## src/rtl/running_man_ctrl.sv

```systemverilog
// Control FSM for the running-man drawing datapath: one-time floor draw, then a
// per-frame draw / hold / erase / update loop that walks the sprite across three lanes.
module running_man_ctrl #(
    parameter int FRAME_TICKS = 833333,
    parameter int STEP        = 1,
    parameter int X_MAX       = 153
) (
    input  logic       clk,
    input  logic       reset,
    input  logic       crouch_key,
    input  logic       draw_floors_finish,
    input  logic       draw_man_finish,
    input  logic       erase_finish,
    output logic       drawing_floors,
    output logic       draw_man,
    output logic       erase,
    output logic       plot,
    output logic [7:0] x_original,
    output logic [6:0] y_original,
    output logic       normal1crouch0,
    output logic [7:0] laps
);
    localparam int              CW       = (FRAME_TICKS > 1) ? $clog2(FRAME_TICKS) : 1;
    localparam logic [CW-1:0]   CNT_LAST = CW'(FRAME_TICKS - 1);
    localparam logic [8:0]      STEP9    = 9'(STEP);
    localparam logic [8:0]      XMAX9    = 9'(X_MAX);
    localparam logic [6:0]      Y_LANE0  = 7'd28;
    localparam logic [6:0]      Y_LANE1  = 7'd68;
    localparam logic [6:0]      Y_LANE2  = 7'd108;

    typedef enum logic [2:0] {
        S_FLOORS,
        S_DRAW,
        S_HOLD,
        S_ERASE,
        S_UPDATE
    } state_t;

    state_t          state_q, state_d;
    logic [CW-1:0]   cnt_q, cnt_d;
    logic [7:0]      x_q, x_d;
    logic [6:0]      y_q, y_d;
    logic            pose_q, pose_d;
    logic [7:0]      laps_q, laps_d;
    logic            floors_req_q, floors_req_d;
    logic            man_req_q, man_req_d;
    logic            erase_req_q, erase_req_d;
    logic [2:0]      fin_prev_q;
    logic [2:0]      fin_now;
    logic [2:0]      done;
    logic [8:0]      x_sum;

    // Only a rising edge of a finish level counts, so a flag left high by the
    // datapath from an earlier request can never complete a new one.
    assign fin_now = {draw_floors_finish, draw_man_finish, erase_finish};
    assign done    = fin_now & ~fin_prev_q;

    always_comb begin
        state_d = state_q;
        cnt_d   = cnt_q;
        x_d     = x_q;
        y_d     = y_q;
        pose_d  = pose_q;
        laps_d  = laps_q;
        x_sum   = {1'b0, x_q} + STEP9;
        case (state_q)
            S_FLOORS: begin
                if (done[2]) state_d = S_DRAW;
            end
            S_DRAW: begin
                if (done[1]) begin
                    state_d = S_HOLD;
                    cnt_d   = '0;
                end
            end
            S_HOLD: begin
                if (cnt_q == CNT_LAST) begin
                    cnt_d   = '0;
                    state_d = S_ERASE;
                end else begin
                    cnt_d = cnt_q + 1'b1;
                end
            end
            S_ERASE: begin
                if (done[0]) state_d = S_UPDATE;
            end
            S_UPDATE: begin
                state_d = S_DRAW;
                pose_d  = ~crouch_key;
                if (x_sum <= XMAX9) begin
                    x_d = x_sum[7:0];
                end else begin
                    x_d = '0;
                    case (y_q)
                        Y_LANE0: y_d = Y_LANE1;
                        Y_LANE1: y_d = Y_LANE2;
                        default: begin
                            y_d = Y_LANE0;
                            if (laps_q != 8'hFF) laps_d = laps_q + 8'd1;
                        end
                    endcase
                end
            end
            default: state_d = S_FLOORS;
        endcase
        // Requests follow the next state so they are high from the first cycle in it.
        floors_req_d = (state_d == S_FLOORS);
        man_req_d    = (state_d == S_DRAW);
        erase_req_d  = (state_d == S_ERASE);
    end

    always_ff @(posedge clk) begin
        if (reset) begin
            state_q      <= S_FLOORS;
            cnt_q        <= '0;
            x_q          <= '0;
            y_q          <= Y_LANE0;
            pose_q       <= 1'b1;
            laps_q       <= '0;
            floors_req_q <= 1'b0;
            man_req_q    <= 1'b0;
            erase_req_q  <= 1'b0;
            fin_prev_q   <= fin_now;
        end else begin
            state_q      <= state_d;
            cnt_q        <= cnt_d;
            x_q          <= x_d;
            y_q          <= y_d;
            pose_q       <= pose_d;
            laps_q       <= laps_d;
            floors_req_q <= floors_req_d;
            man_req_q    <= man_req_d;
            erase_req_q  <= erase_req_d;
            fin_prev_q   <= fin_now;
        end
    end

    assign drawing_floors = floors_req_q;
    assign draw_man       = man_req_q;
    assign erase          = erase_req_q;
    assign plot           = floors_req_q | man_req_q | erase_req_q;
    assign x_original     = x_q;
    assign y_original     = y_q;
    assign normal1crouch0 = pose_q;
    assign laps           = laps_q;

endmodule

```

## config.mk

```make
export PLATFORM = sky130hd
export DESIGN_NAME = running_man_ctrl
export DESIGN_NICKNAME = d
export VERILOG_FILES = /design/src/rtl/running_man_ctrl.sv
export SDC_FILE = /design/constraint.sdc
export NUM_CORES = 1
export LEC_CHECK = 0
export ABC_AREA = 0
export CORE_ASPECT_RATIO = 1.25
export CORE_MARGIN = 3
export CORE_UTILIZATION = 45
export CTS_BUF_LIST = sky130_fd_sc_hd__clkbuf_4 sky130_fd_sc_hd__clkbuf_8
export DETAILED_ROUTE_END_ITERATION = 16
export PLACE_DENSITY_LB_ADDON = 0.15
export SKIP_CTS_REPAIR_TIMING = 1
export SYNTH_ARGS = -nofsm -noshare
export SYNTH_HDL_FRONTEND = slang
export SYNTH_SLANG_ARGS = --single-unit
```

## constraint.sdc

```tcl
create_clock -name clk -period 2.3 [get_ports clk]
set_input_delay 0.575 -clock clk [delete_from_list [all_inputs] [get_ports clk]]
set_output_delay 0.575 -clock clk [all_outputs]
set_load 0.03 [all_outputs]
```

# == Word level (Yosys, flattened, before mapping) ==
# Cells that the tools add are included.
# word_totals
input_bits,6
regBits,53
out_inout_bits,28
elab_cells,49
# classes
n_lt_le_gt_ge,1
bitwise_logic,7
n_addsub,3
reduce_logical,7
mux,10
eq_ne,11
# ops
cell,n
20-bit two-way mux,2
20-bit case mux with 2 select lines,1
20-bit by 1-bit adder with 20-bit output (second input constant),1
20-bit equality test (second input constant),1
3-bit case mux with 5 select lines,1
7-bit case mux with 2 select lines,1
3-bit two-way mux,4
8-bit by 1-bit adder with 9-bit output (second input constant),1
3-bit by 2-bit equality test with 1-bit output (second input constant),3
9-bit by 8-bit less-or-equal comparator with 1-bit output (second input constant),1
8-bit by 1-bit adder with 8-bit output (second input constant),1
8-bit two-way mux,1
8-bit != test (second input constant),1
7-bit by 5-bit equality test with 1-bit output (second input constant),1
7-bit equality test (second input constant),1
3-bit by 1-bit equality test with 1-bit output (second input constant),2
3-bit zero test,2
2-bit AND reduction,2
4-bit AND reduction,1
3-bit bitwise AND,1
3-bit equality test (second input constant),1
1-bit NOT,3
3-bit NOT,1
2-bit != test (second input constant),1
other kinds (3),4

# == Longest topological paths before layout ==
# depth
ltp_word,5
ltp_mapped,10
depth_no_buf,8

# == Least setup slack after synthesis ==
# Ideal clock, no wire load.
# synth_path
path_type,register -> register
from,register x_q[0] (netlist: x_original[0])
to,register laps_q[6] (netlist: laps[6])
period_less_slack_ns,2.482
n_path_buf,1
arrival_time_ns,2.361
path_slack_ns,-0.182
setup_ns,0.121
stages_incl_launch_ff,10
t_required_ns,2.179
path_cell_list,dfxtp_1 inv_1 ha_1 nor2b_1 o21ai_0 a32oi_1 a2111o_1 buf_6 nor3_1 mux2_2
# synth_between
elab_chain_len,4
# synth_rtl
item,line,text
start: declaration,41,"logic [7:0] x_q, x_d;"
start signal: assignment,116,x_q <= '0;
start signal: assignment,127,x_q <= x_d;
8-bit by 1-bit adder with 9-bit output,65,"x_sum = {1'b0, x_q} + STEP9;"
9-bit by 8-bit less-or-equal comparator with 1-bit output,90,if (x_sum <= XMAX9) begin
1-bit NOT (no source line),--,
4-bit AND reduction (no source line),--,
end signal: assignment,130,laps_q <= laps_d;
end: declaration,44,"logic [7:0] laps_q, laps_d;"
# No other way between the ends.
# A chain may end at the register's enable or synchronous reset.

# == Final worst setup path ==
# layout_path
from,register x_q[4] (netlist: x_original[4])
to,register y_q[5] (netlist: y_original[5])
# layout_between
elab_chain_len,4
# layout_rtl
item,line,text
8-bit by 1-bit adder with 9-bit output,65,
9-bit by 8-bit less-or-equal comparator with 1-bit output,90,
1-bit NOT (no source line),--,
2-bit AND reduction (no source line),--,
end signal: assignment,128,y_q <= y_d;
end: declaration,42,"logic [6:0] y_q, y_d;"
# No other way between the ends.

==> flow_metrics.py <==
metrics = {
    "outcome": {
        "status": "finished clean",
    },
    "pwr": {
        "ir_worst_vdd_mv": 0.3569,
        "switching_share_pct": 26.80,
        "power_per_cell_area_mw_per_mm2": 507.3,
        "p_switching_mw": 0.4444,
        "seq_power_share_pct": 54.2,
        "p_comb_share_pct": 13.4,
        "p_leak_nw": 1.101,
        "internal_power_mw": 1.214,
        "p_clk_share_pct": 32.4,
    },
    "clock_tree": {
        "clk_latency_ns": 0.30,
        "clk_pin_slew_ns": 0.09,
        "h-tree-depth": 2,
        "clock-sinks": 50,
        "cts_tree": "yes",
        "cts_buffer_depth": 2,
        "ctsRootBufferMaster": "clkbuf_8",
        "numCtsBuffers": 5,
    },
    "critical_path": {
        "required_ns": 2.54,
        "cp_max_fo": 8,
        "end_kind": "flop",
        "arrival_ns": 2.51,
        "timing.rr.start": "x_original[4]",
        "worstSetupStartpointType": "flop",
        "worstSetupStartpoint": "x_original[4]",
        "worstSetupPathType": "reg2reg",
    },
    "routing": {
        "drt-total-wl_um": 6288,
        "route.antenna.remaining_nets": 0,
        "routedWlPerCell_um": 14.56,
        "first_pass_iters": 4,
        "vias": 2526,
        "drc": 0,
        "routed_via_density": 5.847,
        "drtIter0Drc": 125,
    },
    "finish": {
        "antennaDiodeCount": 0,
        "nets": 378,
        "area_growth_pct": 24.98,
        "layout-drive-gt1-share_pct": 15.76,
        "nFillCells": 514,
    },
    "synth": {
        "syn_avg_cell_area_um2": 8.021,
        "ys_warn_count": 0,
        "synth-adder-area-share_pct": 2.392,
        "synth_cells": 326,
        "synth_simple_gate_area_share_pct": 31.20,
        "synth_area_mm2": 0.002615,
        "synth_xor_area_share_pct": 3.014,
        "synth_compound_area_share_pct": 18.23,
        "synth_edf_count": 0,
        "yosys.cell_types.count": 54,
        "synth_top_family_by_area": "simple AND/OR/NAND/NOR gates",
        "synthFlopType": "dfxtp_1",
        "async_reset_ff_share_pct": 0,
        "synth_sequential_area_ratio_pct": 38.28,
        "muxShareOfSynthArea_pct": 1.196,
        "ys_ff_latch": 50,
    },
    "sta": {
        "fin_tns_setup_ns": 0,
        "rsz0062_at_grt": "yes",
        "final-setup-viol-count": 0,
        "holdWs_ns": 0.4857,
        "tightest_slew_ns": 0.5621,
        "finalHoldViolations": 0,
        "slew_violations": 0,
        "fin_crit_sh_pct": 98.57,
        "max-slew-margin-rel_pct": 62.53,
        "clock.fmax_mhz": 441.1,
        "setup_slack_ns": 0.03287,
        "period_needed_ns": 2.267,
        "skew_ns": 0.006311,
    },
    "floorplanning": {
        "die_area_mm2": 0.006767,
        "std_cell_rows": 30,
        "core_region_area_mm2": 0.005518,
        "die_x_um": 74.18,
        "start_util_pct": 47.39,
        "die_h_um": 91.23,
        "ioPinCount": 34,
    },
    "worst_hold_path": {
        "hp-class": "reg2reg",
        "hold_path.startpoint": "normal1crouch0",
    },
    "grt": {
        "grt_max_degree": 27,
        "antenna_found_initial": 0,
        "overflow": 0,
        "grt_use_total_pct": 18.01,
        "grt_pass1_vias": 2214,
        "grt_pass1_wl_um": 9846,
    },
    "placed_design": {
        "gp_congestion": 0.8789,
        "dp.final_hpwl_um": 4243,
        "portBuffers": 30,
        "place_ws_ns": -0.08687,
    },
    "job": {
        "cap_violations": 0,
    },
}
==> worst max-delay path: stages (launching register included) <==
cell and delay, ns:
dfxtp_1 0.49, nand3_2 0.15, o21ai_0 0.24, o22ai_2 0.15
a2111o_2 0.58, buf_6 0.17, or3_4 0.32, a21oi_2 0.11
==> state kept, by name, summed over array words and instances (netlist names) <==
name	cells
draw_man	1
x_original	8
erase	1
drawing_floors	1
normal1crouch0	1
laps	8
cnt_q	20
y_original	4
fin_prev_q	3
state_q	3
==> power by group through the flow <==
stage	Combinational [mW]	Clock, mW	Sequential [mW]
4_1_cts	0.218	0.558	0.898
5_1_grt	0.240	0.586	0.901
6_report	0.223	0.537	0.898
3_3_place_gp	0.217	0	0.918
3_5_place_dp	0.218	0	0.918
2_1_floorplan	0.121	0	0.933
==> cells in the final DEF, fill, tap and decap left out, types with 4 or more instances in the layout <==
cell type        Yosys  final
nand2_1             32     32
clkbuf_8             0      6
buf_4                4     20
and3_1               6      6
a31oi_1              5      5
o21ai_0             13     11
and2_1               6      6
xor2_1               7      7
clkdlybuf4s50_1      0     30
nor3_1              13     12
nand3b_1             4      4
a311oi_1             6      6
nor4_1               7      7
a21oi_1             20     17
nor2_1              38     37
nor2b_1              4      4
dfxtp_1             50     46
nand3_1             11     11
nand4_1              9      9
inv_1               10      8
==> metrics by stage <==
stage	std cells	utilization [%]	total power [mW]	instance area, um^2
final	432	59.23	1.658	3268
after global routing	432	59.23	1.726	3268
after CTS	429	57.05	1.675	3148
after detailed placement	421	55.33	1.136	3053
after global placement	421	55.33	1.135	3053
after floorplan	327	-	1.054	2626
==> cells in the mapped netlist, drive strengths merged (2+ instances only) <==
cell | number | area, um^2
a211oi | 3 | 22.52
a21oi | 20 | 100.1
a2bb2oi | 2 | 17.52
a311oi | 6 | 52.55
a31o | 2 | 17.52
a31oi | 5 | 31.28
a32o | 2 | 20.02
and2 | 6 | 37.54
and3 | 6 | 37.54
buf | 10 | 66.31
clkbuf | 10 | 37.54
conb | 2 | 7.510
dfxtp | 50 | 1001
ha | 5 | 62.56
inv | 10 | 37.54
mux2i | 2 | 20.02
nand2 | 32 | 120.1
nand2b | 2 | 12.51
nand3 | 12 | 65.06
nand3b | 4 | 30.03
nand4 | 9 | 56.30
nand4b | 2 | 17.52
nor2 | 38 | 142.6
nor2b | 4 | 25.02
nor3 | 13 | 65.06
nor3b | 3 | 22.52
nor4 | 7 | 43.79
nor4b | 3 | 26.28
nor4bb | 2 | 20.02
o211ai | 2 | 15.01
o21a | 3 | 22.52
o21ai | 13 | 65.06
o22ai | 2 | 18.77
o31a | 2 | 17.52
o31ai | 3 | 22.52
or2 | 3 | 18.77
or3 | 4 | 25.02
or4 | 3 | 22.52
xnor2 | 2 | 17.52
xor2 | 7 | 61.31
==> cell families after synthesis <==
kind of cell | after synthesis
simple gates | 156
compound gates | 71
flops | 50
buf+inv | 30
xor+xnor | 9
fa+ha+maj | 5
mux | 3
other cells | 2
==> final timing paths <==
kind	depth (start not counted)	slack, ns	to
setup / recovery	7	0.03	y_original[5]
hold / removal	2	0.49	normal1crouch0
setup reg to reg	7	0.03	y_original[5]
hold reg to reg	2	0.49	normal1crouch0
==> metal layers <==
layer	wire length [um]	vias to the layer above	global-route usage (%)
li1	-	1258	-
met1	2626	1169	21.80
met2	3161	79	30.84
met3	264	20	2.990
met4	236	0	7.100
met5	0	-	0
==> cell type report <==
class / count / area (um^2) / area share (%)
clock buffers: 6 / 82.58 / 2.527
clock inverters: 2 / 12.51 / 0.3828
inverters: 10 / 40.04 / 1.225
multi-input cells: 248 / 1569 / 48.01
flip-flops and latches: 50 / 1011 / 30.93
well taps: 64 / 80.08 / 2.450
repair buffers: 52 / 473.0 / 14.47
(Power assumes the default switching activity.)
